### src/rtl/f2h_uart_tx_master.sv
// AXI3 master that buffers a byte stream and writes it into the HPS UART THR over F2H.
// Define F2H_UART_POLL_GAP_EN to hold POLL_GAP idle cycles between LSR polls.
module f2h_uart_tx_master #(
    parameter logic [31:0] UART_BASE  = 32'hFFC02000,
    parameter int          FIFO_DEPTH = 16,
    parameter int          TX_BATCH   = 16,
    parameter logic [7:0]  AXI_ID     = 8'h00,
    parameter int          POLL_GAP   = 64
) (
    input  logic                          clk,
    input  logic                          reset_n,
    input  logic [7:0]                    s_data,
    input  logic                          s_valid,
    output logic                          s_ready,
    output logic [$clog2(FIFO_DEPTH):0]   fifo_level,
    output logic                          busy,
    output logic                          err,
    output logic [7:0]                    m_awid,
    output logic [31:0]                   m_awaddr,
    output logic [3:0]                    m_awlen,
    output logic [2:0]                    m_awsize,
    output logic [1:0]                    m_awburst,
    output logic [1:0]                    m_awlock,
    output logic [3:0]                    m_awcache,
    output logic [2:0]                    m_awprot,
    output logic [4:0]                    m_awuser,
    output logic                          m_awvalid,
    input  logic                          m_awready,
    output logic [7:0]                    m_wid,
    output logic [31:0]                   m_wdata,
    output logic [3:0]                    m_wstrb,
    output logic                          m_wlast,
    output logic                          m_wvalid,
    input  logic                          m_wready,
    input  logic [7:0]                    m_bid,
    input  logic [1:0]                    m_bresp,
    input  logic                          m_bvalid,
    output logic                          m_bready,
    output logic [7:0]                    m_arid,
    output logic [31:0]                   m_araddr,
    output logic [3:0]                    m_arlen,
    output logic [2:0]                    m_arsize,
    output logic [1:0]                    m_arburst,
    output logic [1:0]                    m_arlock,
    output logic [3:0]                    m_arcache,
    output logic [2:0]                    m_arprot,
    output logic [4:0]                    m_aruser,
    output logic                          m_arvalid,
    input  logic                          m_arready,
    input  logic [7:0]                    m_rid,
    input  logic [31:0]                   m_rdata,
    input  logic [1:0]                    m_rresp,
    input  logic                          m_rlast,
    input  logic                          m_rvalid,
    output logic                          m_rready
);
    localparam int            AW       = $clog2(FIFO_DEPTH);
    localparam logic [AW:0]   FULL_LVL = (AW + 1)'(FIFO_DEPTH);
    localparam logic [AW:0]   ONE_LVL  = (AW + 1)'(1);

    typedef enum logic [2:0] {IDLE, POLL_AR, POLL_R, GAP, WR, WAIT_B} state_t;

    state_t        state_q;
    logic          arvalid_q, rready_q, awvalid_q, wvalid_q, bready_q, err_q;
    logic [31:0]   wdata_q;
    logic [7:0]    batch_q;
    logic [7:0]    mem_q [FIFO_DEPTH];
    logic [AW-1:0] wr_ptr_q, rd_ptr_q, rd_ptr_nxt;
    logic [AW:0]   count_q, count_d;
    logic          push, pop;
    logic [7:0]    head, next_head;
`ifdef F2H_UART_POLL_GAP_EN
    logic [15:0]   gap_q;
`endif

    assign push       = s_valid && s_ready;
    assign pop        = bready_q && m_bvalid;
    assign rd_ptr_nxt = rd_ptr_q + AW'(1);
    assign head       = mem_q[rd_ptr_q];
    // A byte pushed while the only stored byte is being popped becomes the new head this edge.
    assign next_head  = (push && count_q == ONE_LVL) ? s_data : mem_q[rd_ptr_nxt];

    // NOTE: every signal assigned in always_comb gets a default first, so no latch is inferred.
    always_comb begin
        count_d = count_q;
        case ({push, pop})
            2'b10:   count_d = count_q + ONE_LVL;
            2'b01:   count_d = count_q - ONE_LVL;
            default: count_d = count_q;
        endcase
    end

    // NOTE: the storage array is deliberately not reset; occupancy is tracked by the reset pointers.
    always_ff @(posedge clk) begin
        if (push) mem_q[wr_ptr_q] <= s_data;
    end

    always_ff @(posedge clk or negedge reset_n) begin
        if (!reset_n) begin
            wr_ptr_q <= '0;
            rd_ptr_q <= '0;
            count_q  <= '0;
        end else begin
            if (push) wr_ptr_q <= wr_ptr_q + AW'(1);
            if (pop)  rd_ptr_q <= rd_ptr_nxt;
            count_q <= count_d;
        end
    end

    always_ff @(posedge clk or negedge reset_n) begin
        if (!reset_n) begin
            state_q   <= IDLE;
            arvalid_q <= 1'b0;
            rready_q  <= 1'b0;
            awvalid_q <= 1'b0;
            wvalid_q  <= 1'b0;
            bready_q  <= 1'b0;
            err_q     <= 1'b0;
            wdata_q   <= '0;
            batch_q   <= '0;
`ifdef F2H_UART_POLL_GAP_EN
            gap_q     <= '0;
`endif
        end else begin
            case (state_q)
                IDLE: if (count_q != '0) state_q <= POLL_AR;
                POLL_AR: begin
                    if (!arvalid_q) begin
                        arvalid_q <= 1'b1;
                    end else if (m_arready) begin
                        arvalid_q <= 1'b0;
                        rready_q  <= 1'b1;
                        state_q   <= POLL_R;
                    end
                end
                POLL_R: begin
                    if (m_rvalid) begin
                        rready_q <= 1'b0;
                        if (m_rresp != 2'b00) err_q <= 1'b1;
                        // An errored LSR read is treated as THRE clear.
                        if (m_rresp == 2'b00 && m_rdata[5]) begin
                            batch_q   <= 8'(TX_BATCH);
                            wdata_q   <= {24'h0, head};
                            awvalid_q <= 1'b1;
                            wvalid_q  <= 1'b1;
                            state_q   <= WR;
                        end else begin
`ifdef F2H_UART_POLL_GAP_EN
                            gap_q   <= 16'(POLL_GAP - 1);
`endif
                            state_q <= GAP;
                        end
                    end
                end
                GAP: begin
`ifdef F2H_UART_POLL_GAP_EN
                    if (gap_q == '0) begin
                        arvalid_q <= 1'b1;
                        state_q   <= POLL_AR;
                    end else begin
                        gap_q <= gap_q - 16'd1;
                    end
`else
                    arvalid_q <= 1'b1;
                    state_q   <= POLL_AR;
`endif
                end
                WR: begin
                    if (awvalid_q && m_awready) awvalid_q <= 1'b0;
                    if (wvalid_q && m_wready)   wvalid_q  <= 1'b0;
                    if ((!awvalid_q || m_awready) && (!wvalid_q || m_wready)) begin
                        bready_q <= 1'b1;
                        state_q  <= WAIT_B;
                    end
                end
                WAIT_B: begin
                    if (m_bvalid) begin
                        bready_q <= 1'b0;
                        if (m_bresp != 2'b00) err_q <= 1'b1;
                        batch_q <= batch_q - 8'd1;
                        if (count_d == '0) begin
                            state_q <= IDLE;
                        end else if (batch_q != 8'd1) begin
                            wdata_q   <= {24'h0, next_head};
                            awvalid_q <= 1'b1;
                            wvalid_q  <= 1'b1;
                            state_q   <= WR;
                        end else begin
                            arvalid_q <= 1'b1;
                            state_q   <= POLL_AR;
                        end
                    end
                end
                default: state_q <= IDLE;
            endcase
        end
    end

    assign s_ready    = (count_q != FULL_LVL);
    assign fifo_level = count_q;
    assign busy       = (state_q != IDLE) || (count_q != '0);
    assign err        = err_q;

    assign m_awid    = AXI_ID;
    assign m_awaddr  = UART_BASE;
    assign m_awlen   = 4'd0;
    assign m_awsize  = 3'b010;
    assign m_awburst = 2'b01;
    assign m_awlock  = 2'b00;
    assign m_awcache = 4'd0;
    assign m_awprot  = 3'd0;
    assign m_awuser  = 5'd0;
    assign m_awvalid = awvalid_q;
    assign m_wid     = AXI_ID;
    assign m_wdata   = wdata_q;
    assign m_wstrb   = 4'b0001;
    assign m_wlast   = 1'b1;
    assign m_wvalid  = wvalid_q;
    assign m_bready  = bready_q;
    assign m_arid    = AXI_ID;
    assign m_araddr  = UART_BASE + 32'h14;
    assign m_arlen   = 4'd0;
    assign m_arsize  = 3'b010;
    assign m_arburst = 2'b01;
    assign m_arlock  = 2'b00;
    assign m_arcache = 4'd0;
    assign m_arprot  = 3'd0;
    assign m_aruser  = 5'd0;
    assign m_arvalid = arvalid_q;
    assign m_rready  = rready_q;

    // Only one transaction is ever outstanding, so IDs and RLAST carry no information.
    logic unused_inputs;
    assign unused_inputs = ^{m_bid, m_rid, m_rlast, m_rdata[31:6], m_rdata[4:0]};
`ifndef F2H_UART_POLL_GAP_EN
    logic unused_gap;
    assign unused_gap = (POLL_GAP != 0);
`endif
endmodule

### config.mk
export PLATFORM = sky130hd
export DESIGN_NAME = f2h_uart_tx_master
export DESIGN_NICKNAME = d
export VERILOG_FILES = /design/src/rtl/f2h_uart_tx_master.sv
export SDC_FILE = /design/constraint.sdc
export NUM_CORES = 1
export LEC_CHECK = 0
export ABC_CLOCK_PERIOD_IN_PS = 3950
export CAP_MARGIN = 10
export CORE_MARGIN = 3
export CORE_UTILIZATION = 43
export DETAILED_ROUTE_END_ITERATION = 10
export GPL_TIMING_DRIVEN = 0
export HOLD_SLACK_MARGIN = 0.02
export PLACE_DENSITY = 0.81
export SYNTH_ARGS = -nofsm -noshare
export SYNTH_HDL_FRONTEND = slang
export SYNTH_SLANG_ARGS = --single-unit
### constraint.sdc
create_clock -name clk -period 3.95 [get_ports clk]
set_clock_uncertainty 0.15 [all_clocks]
set_input_delay 0.395 -clock clk [delete_from_list [all_inputs] [get_ports clk]]
set_output_delay 0.395 -clock clk [all_outputs]
set_load 0.03 [all_outputs]
# == Yosys cells after proc, flatten, opt, wreduce, memory -nomap -nowiden ==
# Memories as Yosys holds them, arrays and structs flattened.
# Cells that the tools add are included.
# totals
register_bits,62
ram_bits,128
inputBits,69
out_inout_bits,184
wordCells,126
n_memories,1
# memory_table
memory,depth,word_bits,read_ports,rd_ports_with_merged_regs,write_ports,line,source
mem_q,16,8,2,0,1,67,logic [7:0] mem_q [FIFO_DEPTH];
# op_classes
addsub,5
n_eq_ne,24
n_mux,51
n_reduce_logical,33
# op_table
cell,count
two-way mux 32 bit,5
case mux 32 bit (2 select lines),1
two-way mux 8 bit,4
inequality test 2 bit (second input constant),14
two-way mux 3 bit,9
two-way mux 1 bit,23
case mux 3 bit (6 select lines),1
case mux 8 bit (2 select lines),1
AND reduction 7 bit,2
AND reduction 4 bit,3
AND reduction 6 bit,2
case mux 5 bit (2 select lines),1
nonzero test 2 bit,5
case mux 1 bit (3 select lines),3
nonzero test 3 bit,3
adder 4 x 1 -> 4 bit (second input constant),2
inequality test 8 x 1 -> 1 bit (second input constant),1
subtractor 8 x 1 -> 8 bit (second input constant),1
logical AND 1 bit,7
equality test 3 x 2 -> 1 bit (second input constant),2
equality test 3 bit (second input constant),2
case mux 1 bit (2 select lines),3
adder 5 x 1 -> 5 bit (second input constant),1
equality test 5 x 1 -> 1 bit (second input constant),1
13 further kinds,16

# == Longest topological paths before layout ==
# Gate-level depths: netlist of run 1.
# depth
depth_word,8
ltp_mapped,13
mapped_depth_nobuf,12

# == Least setup slack after synthesis of run 1 ==
# OpenSTA, ideal clock, no wires.
# synth_path
kind,register to register
from,"register count_q[0], in the netlist fifo_level[0]"
to,"register wdata_q[0], in the netlist m_wdata[0]"
setup_ns,0.125
t_arrival_ns,3.393
slack_ns,0.282
path_stages_with_launch,12
path_buffers,1
period_less_slack_ns,3.668
cell_sequence,dfrtp_1 inv_1 ha_1 nand3_1 nand2_1 ha_1 clkbuf_1 a211oi_1 nor3_1 nor4_4 a211oi_4 mux2_2
# synth_between
elab_chain_cells,8
# synth_lines
item,line,source
start: declaration,69,"logic [AW:0] count_q, count_d;"
start signal: assignment,106,count_q <= count_d;
inequality test 5 bit (*),199,assign s_ready = (count_q != FULL_LVL);
named net s_ready,14,"output logic s_ready,"
logical AND 1 bit (*),76,assign push = s_valid && s_ready;
branches (longest 6 deep; another with AND reduction 6 bit),--,
end signal: assignment,143,"wdata_q <= {24'h0, head};"
end signal: assignment,184,"wdata_q <= {24'h0, next_head};"
end: declaration,65,logic [31:0] wdata_q;
# Mark *: on every way through the listed nets, which the timed path passes. The select of a mux whose other input is x is not followed.
# A chain may end at the register's enable or synchronous reset.

# == Worst setup path after layout of run 1 ==
# layout_path
from,"register count_q[0], in the netlist fifo_level[0]"
to,"register wdata_q[5], in the netlist m_wdata[5]"
# layout_lines
item,line,source
inequality test 5 bit (*),199,
logical AND 1 bit (*),76,
named net push,70,"logic push, pop;"
equality test 2 x 1 -> 1 bit / equality test 2 bit (equally long branches),86,"case ({push, pop})"
case mux 5 bit (2 select lines) (*),86,
named net count_d[4],69,
logical NOT 5 bit (*),181,if (count_d == '0) begin
inequality test 2 bit (no source line) (*),--,
AND reduction 6 bit (no source line) (*),--,
# The timed path passes the listed nets; every way through them passes the cells marked *. The select of a mux whose other input is x is not followed.

==> out/metrics.yaml, run 1 <==
status: "completed"
path_delay_family: "compound AO/OA/AOI/OAI gates"
crit_type: "reg2reg"
holdWs_ns: 0.228
slowest_delay_ns: 0.51
slew_headroom_pct: 24.5
hp-class: "in2async"
dp.cells: 1297
min_period_over_period_pct: 90.8
cts_buffer_depth: 2
yosys_register_bits: 166
cap_violations: 0
viasPerCell: 5.15
max_freq_mhz: 279
insertion_delay_ns: 0.43
synth.avg_cell_area_um2: 11.9
cp_cell_sequence: "inv_1 -> ha_1 -> nand3_1 -> nand2_2 -> clkinvlp_4 -> ha_1 -> buf_2 -> nand4_1 -> a21oi_1 -> o32a_1 -> nor4_4 -> buf_4 -> a211oi_4 -> mux2_2"
die_w_um: 156
ios: 253
core_mm2: 0.0219
syn_area_mm2: 0.00961
slew_violations: 0
rsz0062_at_grt: "false"
synthArstFlopShare_pct: 22.9
cts.sinks: 166
fin_tns_setup_ns: 0
crit_required_ns: 4.12
grt_pass1_wl_um: 35800
ir_drop_uv: 416
insertedDiodeCount: 0
path_max_fanout: 10
wl_per_cell_um: 18.1
synth_warnings: 0
dieHeight_um: 156
rows: 54
p_leak_uw: 0.00479
grt_max_degree: 31
num_vias: 6865
h-tree-depth: 4
critPathCaptureType: "flop"
port_buffers: 41
overflow: 0
dpl_cell_area_mm2: 0.0110
clkTransAtPathRegs_ns: 0.07
finalWorstSetupSlack_ns: 0.363
route.detailed.drc: 0
place_hpwl_um: 17500
drt_iter0_drc: 737
multi_input_area_mm2: 0.00403
synthDistinctLibCells: 63
finish.net_count: 1122
root_buffer: "clkbuf_16"
drt-total-wl_um: 24200
start_util_pct: 43.9
final_area_mm2: 0.0117
hold_viol_final: 0
area_growth_syn_to_layout_pct: 21.7
synth_edf_count: 128
finalNonFillerCells: 1333
grt_pass1_vias: 6222
cp_slowest_cell: "dfrtp_1"
pre_cts_slack_ns: 0.0438
setup_violations: 0
path_common_cell: "ha_1"
fillerInstances: 1825
cts_buffers: 17
cp.arrival_ns: 3.75
seq_area_mm2: 0.00479
crit_buf_inv: 4
power_density_mw_per_mm2: 744
start_kind: "flop"
dieArea_mm2: 0.0242
ys_seq_area_share_pct: 49.9
min_period_ns: 3.59
postSynthCellCount: 810
rrSetupSlack_ns: 0.36
worstMarginPinSlew_ns: 1.13
place.gp.congestion: 0.963
cts_tree: "built"
drive_above_1_share_pct: 27.7
synthFlopType: "edfxtp_1"
firstDrtPassIters: 6
grt_antenna_before_repair: 0
grt_usage_pct: 19.2
detail-route-antenna-nets: 0
[state kept, by name (all words and copies together), names as in the netlist]
name        count
m_bready        1
wr_ptr_q        4
m_wdata         8
m_arvalid       1
fifo_level      5
rd_ptr_q        4
batch_q         8
err             1
m_wvalid        1
state_q         3
m_rready        1
mem_q         128
m_awvalid       1
[cell usage in the layout, fill, tap and decap left out, types with 10 or more instances in the layout]
cell type / netlist / routed
nand2_1: 76 / 75
o21ai_0: 13 / 13
mux2_2: 25 / 25
nor2b_1: 10 / 10
clkbuf_1: 15 / 15
clkbuf_16: 0 / 17
clkdlybuf4s50_1: 0 / 40
conb_1: 2 / 163
mux2i_1: 24 / 24
nand2b_1: 19 / 19
inv_1: 19 / 19
o22ai_1: 10 / 10
a21oi_1: 12 / 12
and2_1: 11 / 11
nor2_1: 33 / 33
edfxtp_1: 128 / 128
buf_4: 164 / 170
mux4_2: 32 / 32
nand3_1: 27 / 27
dfrtp_1: 38 / 38
buf_2: 13 / 14
ha_1: 13 / 13
[metal layers]
| metal | up-vias | part of all wire, % | global-route usage (%) |
|---|---|---|---|
| met4 | 0 | 2.9 | 5.88 |
| met2 | 454 | 48 | 31.5 |
| met5 | - | 0 | 0 |
| met3 | 55 | 12 | 5.66 |
| li1 | 3110 | - | - |
| met1 | 3246 | 37 | 24.8 |
[kinds of logic after synthesis]
logic type | share of synthesized area [%]
flops | 49.9
buf+inv | 15.1
xor+xnor | 1.37
simple gates | 10.8
fa+ha+maj | 1.69
compound gates | 8.13
other cells | 0.0781
mux | 12.9
[synthesized netlist by cell type, types with 4 or more instances]
library cell  number  area share, %
nand4_1            5           0.33
buf_1              5           0.20
xor2_1             8           0.73
o211ai_1           4           0.31
a21oi_1           12           0.62
o22ai_1           10           0.65
nand3_1           27            1.4
inv_1             19           0.74
edfxtp_1         128             40
mux2i_1           24            2.5
nor4_1            13           0.85
nor2_1            33            1.3
buf_4            164             13
nand2_1           76            3.0
a31oi_1            9           0.59
nand2b_1          19            1.2
buf_2             13           0.68
clkbuf_1          15           0.59
xnor2_1            7           0.64
ha_1              13            1.7
and2_1            11           0.72
o32ai_1            9           0.82
nor2b_1           10           0.65
mux4_2            32            7.5
a32oi_1            8           0.73
a221oi_1           4           0.36
o21ai_0           13           0.68
mux2_2            25            2.9
a22o_1             4           0.36
dfrtp_1           38            9.9
o221ai_1           5           0.46
[final cells by class]
class / count / share of cell area, %
buffer: 198 / 11.8
clock buffer: 18 / 3.67
clock inverter: 14 / 1.38
inverter: 20 / 0.674
multi-input combinational: 588 / 34.4
sequential: 166 / 41.0
tap: 280 / 2.99
timing repair buffer: 49 / 4.11
[timing repair]
item | 4_1_cts | 5_1_grt
setup endpoints to repair | 0 | 12
endpoints found under the hold margin | 38 | 0
resized for setup | 0 | 8
hold buffers | 1 | 0
buffers inserted | 0 | 2
[power by group]
group          internal (µW)  switching (µW)
Sequential              2210             228
Combinational           1830            2770
Clock                    947             720
Total                   4980            3720
[through the flow]
stage	util [%]	power [µW]
4_1_cts	53.2	8550
5_1_grt	53.5	9100
3_5_place_dp	50.5	6860
6_report	53.5	8700
3_3_place_gp	50.2	6740
2_1_floorplan	-	5610
[final timing paths]
path                                           end  cells past startpoint                     from
max in group asynchronous   batch_q[2]$_DFFE_PN0P_                      3                  reset_n
hold reg to reg                    err$_DFFE_PN0P_                      1          err$_DFFE_PN0P_
hold / removal             rd_ptr_q[0]$_DFFE_PN0P_                      2                  reset_n
setup reg to reg            m_wdata[5]$_DFFE_PN0P_                     14  fifo_level[0]$_DFF_PN0_
min in group clk                   err$_DFFE_PN0P_                      1          err$_DFFE_PN0P_
setup / recovery            m_wdata[5]$_DFFE_PN0P_                     14  fifo_level[0]$_DFF_PN0_
No activity file was read; power rests on OpenSTA's default activity.
==> run 2, diff against run 1 <==
- ABC_CLOCK_PERIOD_IN_PS: 3950 -> 3600
- CTS_CLUSTER_SIZE: unset -> 20
- clock period: 3.95 -> 3.6 ns (I/O delays scaled with it)
==> out/metrics.yaml, run 2 (same netlist as run 1, synthesis figures left out) <==
holdWs_ns: 0.114  # -0.114 ns
die_w_um: 156  # unchanged
crit_buf_inv: 1  # -3
path_delay_family: "XOR/XNOR gates"
cap_violations: 0  # unchanged
rsz0062_at_grt: "false"
route.detailed.drc: 0  # unchanged
worstMarginPinSlew_ns: 1.28  # +0.152 ns
drive_above_1_share_pct: 28.1  # +0.35 points
core_mm2: 0.0219  # unchanged
slowest_delay_ns: 0.67  # +0.16 ns
cts.sinks: 166  # unchanged
root_buffer: "clkbuf_16"
finalNonFillerCells: 1334  # +0.075%
slew_headroom_pct: 14.3  # -10 points
pre_cts_slack_ns: -0.286  # -0.330 ns
dieHeight_um: 156  # unchanged
place_hpwl_um: 17700  # +1.1%
hp-class: "in2async"
insertion_delay_ns: 0.44  # about the same
crit_required_ns: 3.82  # -0.30 ns
grt_antenna_before_repair: 0  # unchanged
finalWorstSetupSlack_ns: 0.111  # -0.252 ns
rows: 54  # unchanged
port_buffers: 41  # unchanged
start_kind: "flop"
drt-total-wl_um: 24700  # +2.0%
clkTransAtPathRegs_ns: 0.07  # about the same
h-tree-depth: 4  # unchanged
detail-route-antenna-nets: 0  # unchanged
max_freq_mhz: 287  # +2.8%
dieArea_mm2: 0.0242  # unchanged
cts_buffers: 17  # unchanged
fin_tns_setup_ns: 0  # unchanged
grt_usage_pct: 20.0  # +0.85 points
place.gp.congestion: 0.969  # +0.63%
grt_max_degree: 35  # +13%
critPathCaptureType: "flop"
grt_pass1_wl_um: 37200  # +3.8%
fillerInstances: 1791  # -1.9%
cp.arrival_ns: 3.71  # -0.04 ns
crit_type: "reg2reg"
cts_buffer_depth: 2  # unchanged
final_cell_mix: "buf_4, conb_1, edfxtp_1, nand2_1, clkdlybuf4s50_1"
largest_register_ffs: 128  # unchanged
power_uw: 9630  # +11%
p_leak_uw: 0.00480  # +0.30%
drt_iter0_drc: 763  # +3.5%
min_period_over_period_pct: 96.9  # +6.1 points
dp.cells: 1297  # unchanged
firstDrtPassIters: 6  # unchanged
setup_violations: 0  # unchanged
regMostFlops: "mem_q"
overflow: 0  # unchanged
grt_pass1_vias: 6538  # +5.1%
min_period_ns: 3.49  # -0.0980 ns
area_growth_syn_to_layout_pct: 22.1
start_util_pct: 43.9  # unchanged
hold_viol_final: 0  # unchanged
layout_commonest_cell: "buf_4"
cts_tree: "built"
num_vias: 7040  # +2.5%
finish.net_count: 1123  # +0.089%
viasPerCell: 5.28  # +2.5%
power_density_mw_per_mm2: 820  # +10%
status: "completed"
ios: 253  # unchanged
wl_per_cell_um: 18.5  # +1.9%
cp_cell_sequence: "ha_1 -> xnor2_1 -> clkbuf_1 -> nand2_1 -> a32oi_1 -> a31oi_1 -> nor4_1 -> mux2_2"
slew_violations: 0  # unchanged
insertedDiodeCount: 0  # unchanged
ir_drop_uv: 533  # +28%
cp_slowest_cell: "xnor2_1"
path_max_fanout: 10  # unchanged
-- run 2: final cells by class --
class | instances | area (µm²) | area share, %
sequential | 166 | 4800 | 40.8
multi-input combinational | 588 | 4040 | 34.4
buffer | 198 | 1380 | 11.7
timing repair buffer | 50 | 488 | 4.16
clock buffer | 17 | 425 | 3.62
tap | 280 | 350 | 2.98
clock inverter | 15 | 185 | 1.58
inverter | 20 | 78.8 | 0.671
-- run 2: through the flow --
step / utilization (%) / area (µm²)
after floorplan: - / 10200
after detailed placement: 50.5 / 11100
after CTS: 53.4 / 11700
after global routing: 53.6 / 11700
final: 53.6 / 11700
after global placement: 50.2 / 11000
-- run 2: power breakdown --
part	switching (µW)	internal [µW]
combinational	3060	2010
clock	842	1050
sequential	246	2420
-- run 2: layer usage --
| layer | up-vias | share of wire (%) | track usage, % |
|---|---|---|---|
| met2 | 496 | 46 | 31.7 |
| met3 | 78 | 12 | 5.63 |
| met5 | - | 0 | 0 |
| met4 | 0 | 4.4 | 9.55 |
| li1 | 3118 | - | - |
| met1 | 3348 | 37 | 25.6 |
-- run 2: what timing repair did --
| item | 4_1_cts | 5_1_grt |
|---|---|---|
| buffers inserted | 1 | 2 |
| hold buffers | 1 | 0 |
| endpoints found under the setup margin | 8 | 12 |
| hold endpoints to repair | 38 | 0 |
| pin swaps | 2 | 1 |
| cloned | 1 | 0 |
| gates resized for setup | 1 | 7 |
-- run 2: final timing paths --
kind	slack (ns)	to	depth (start not counted)	start
max	0.11	m_wdata[6]$_DFFE_PN0P_	8	rd_ptr_q[0]$_DFFE_PN0P_
min	0.11	wr_ptr_q[3]$_DFFE_PN0P_	2	reset_n
max reg2reg	0.11	m_wdata[6]$_DFFE_PN0P_	8	rd_ptr_q[0]$_DFFE_PN0P_
min reg2reg	0.31	err$_DFFE_PN0P_	1	err$_DFFE_PN0P_
max in group asynchronous	2.75	batch_q[6]$_DFFE_PN0P_	3	reset_n
min in group clk	0.31	err$_DFFE_PN0P_	1	err$_DFFE_PN0P_
==> run 3, diff against run 2 <==
- CELL_PAD_IN_SITES_DETAIL_PLACEMENT: unset -> 2
- CELL_PAD_IN_SITES_GLOBAL_PLACEMENT: unset -> 2
- CORE_UTILIZATION: 43 -> 32
- PLACE_DENSITY: 0.81 -> 0.9
==> out/metrics.yaml, run 3 (same netlist as run 1, synthesis figures left out) <==
crit_required_ns: 3.78  # -0.04 ns
core_mm2: 0.0292  # +33%
power_frac_clock_pct: 18.9  # -0.8 points
rrSetupSlack_ns: 0.14  # +0.02 ns
min_period_ns: 3.46  # -0.0245 ns
root_buffer: "clkbuf_16"
h-tree-depth: 4  # unchanged
cp_cell_sequence: "inv_1 -> ha_1 -> nand3_1 -> nand2_4 -> inv_4 -> ha_1 -> clkbuf_4 -> nand4_1 -> a21oi_1 -> o32a_1 -> nor4_4 -> buf_4 -> a211oi_4 -> mux2_2"
slew_violations: 0  # unchanged
area_growth_syn_to_layout_pct: 24.2
cts_buffer_depth: 2  # unchanged
grt_max_degree: 30  # -14%
path_common_cell: "ha_1"
path_max_fanout: 10  # unchanged
dpl_cell_area_mm2: 0.0112  # +1.2%
p_switching_uw: 4640  # +12%
grt_pass1_vias: 7674  # +17%
route.detailed.drc: 0  # unchanged
worstMarginPinSlew_ns: 0.972  # -0.305 ns
dieArea_mm2: 0.0322  # +33%
drive_above_1_share_pct: 29.1  # +1.0 points
regMostFlops: "mem_q"
final_area_mm2: 0.0119  # +1.7%
die_w_um: 179  # +15%
grt_usage_pct: 20.5  # +0.48 points
p_leak_uw: 0.00485  # +1.0%
max_freq_mhz: 289  # +0.71%
cts.sinks: 166  # unchanged
start_kind: "flop"
critPathCaptureType: "flop"
grt_pass1_wl_um: 48400  # +30%
slowest_delay_ns: 0.45  # -0.22 ns
finalNonFillerCells: 1445  # +8.3%
hp-class: "in2async"
detail-route-antenna-nets: 0  # unchanged
holdWs_ns: 0.215  # +0.100 ns
dp.cells: 1401  # +8.0%
cp_slowest_cell: "dfrtp_2"
place_hpwl_um: 23800  # +34%
drt-total-wl_um: 33700  # +37%
cap_violations: 0  # unchanged
ir_drop_uv: 457  # -14%
place.gp.congestion: 0.924  # -4.6%
clkTransAtPathRegs_ns: 0.08  # about the same
largest_register_ffs: 128  # unchanged
start_util_pct: 33.0  # -11 points
fin_util_pct: 40.9  # -13 points
viasPerCell: 5.05  # -4.2%
slew_headroom_pct: 35.0  # +21 points
power.share.sequential_pct: 26.6  # -1.1 points
dieHeight_um: 179  # +15%
cp.arrival_ns: 3.65  # -0.06 ns
port_buffers: 41  # unchanged
rows: 62  # +15%
ios: 253  # unchanged
power.internal_uw: 5560  # +1.5%
hold_viol_final: 0  # unchanged
drt_iter0_drc: 573  # -25%
num_vias: 7304  # +3.8%
insertedDiodeCount: 0  # unchanged
status: "completed"
layout_commonest_cell: "buf_4"
grt_antenna_before_repair: 1  # +1
cts_buffers: 17  # unchanged
fin_tns_setup_ns: 0  # unchanged
crit_type: "reg2reg"
min_period_over_period_pct: 96.2  # -0.68 points
finish.net_count: 1130  # +0.62%
insertion_delay_ns: 0.45  # about the same
cts_tree: "built"
final_cell_mix: "buf_4, conb_1, edfxtp_1, nand2_1, clkdlybuf4s50_1"
wl_per_cell_um: 23.3  # +26%
pwr-share-comb_pct: 54.6  # +2.0 points
power_density_mw_per_mm2: 854  # +4.1%
p_sw_share_pct: 45.4  # +2.4 points
firstDrtPassIters: 5  # -1
setup_violations: 0  # unchanged
overflow: 0  # unchanged
## run 3: stage by stage
| step | power, µW | setup WS, ns |
|---|---|---|
| 2_1_floorplan | 6160 | 0.0200 |
| 3_3_place_gp | 7610 | -0.254 |
| 3_5_place_dp | 7920 | -0.406 |
| 6_report | 10200 | 0.135 |
| 5_1_grt | 10600 | -0.00945 |
| 4_1_cts | 10000 | 0.0365 |
## run 3: final cells by class
cell class | count | area, µm²
fill | 3062 | 17200
sequential | 166 | 4800
clock buffer | 18 | 429
tap | 384 | 480
clock inverter | 14 | 161
buffer | 198 | 1390
multi-input combinational | 588 | 4070
inverter | 20 | 77.6
timing repair buffer | 57 | 538
## run 3: timing repair
| action | 4_1_cts | 5_1_grt |
|---|---|---|
| resized for setup | 9 | 10 |
| hold endpoints to repair | 38 | 0 |
| gates cloned | 1 | 0 |
| buffers inserted | 4 | 5 |
| endpoints found under the setup margin | 13 | 13 |
| pin swaps | 2 | 2 |
| hold buffers | 1 | 0 |
## run 3: per-layer routing
layer	vias to the layer above	track usage, %	wire [µm]	share of wire [%]
met3	74	4.89	2740	8.1
met5	-	0	13	0.039
met1	3733	24.0	12400	37
li1	3129	-	-	-
met2	366	36.1	17300	51
met4	2	8.47	1200	3.6
## run 3: final timing paths
kind,from,endpoint,cells past startpoint
setup reg to reg,fifo_level[0]$_DFF_PN0_,m_wdata[2]$_DFFE_PN0P_,14
hold reg to reg,err$_DFFE_PN0P_,err$_DFFE_PN0P_,1
hold / removal,reset_n,wr_ptr_q[2]$_DFFE_PN0P_,2
min in group clk,err$_DFFE_PN0P_,err$_DFFE_PN0P_,1
max in group asynchronous,reset_n,rd_ptr_q[0]$_DFFE_PN0P_,3
setup / recovery,fifo_level[0]$_DFF_PN0_,m_wdata[2]$_DFFE_PN0P_,14
## run 3: power by group through the flow
stage / combinational [µW] / sequential, µW / clock, µW
2_1_floorplan: 3340 / 2820 / 0
3_3_place_gp: 4910 / 2700 / 0
3_5_place_dp: 5180 / 2740 / 0
4_1_cts: 5380 / 2710 / 1940
5_1_grt: 5890 / 2750 / 1990
6_report: 5570 / 2710 / 1920
## run 3: critical path, delay by kind of cell (launching register included)
family,cells,cell delay [ns]
and+or+nand+nor,4,0.47
buffers and inverters,4,0.63
adders and majority gates,2,0.41
muxes,1,0.39
DFF,1,0.45
AOI/OAI and AO/OA,3,0.83
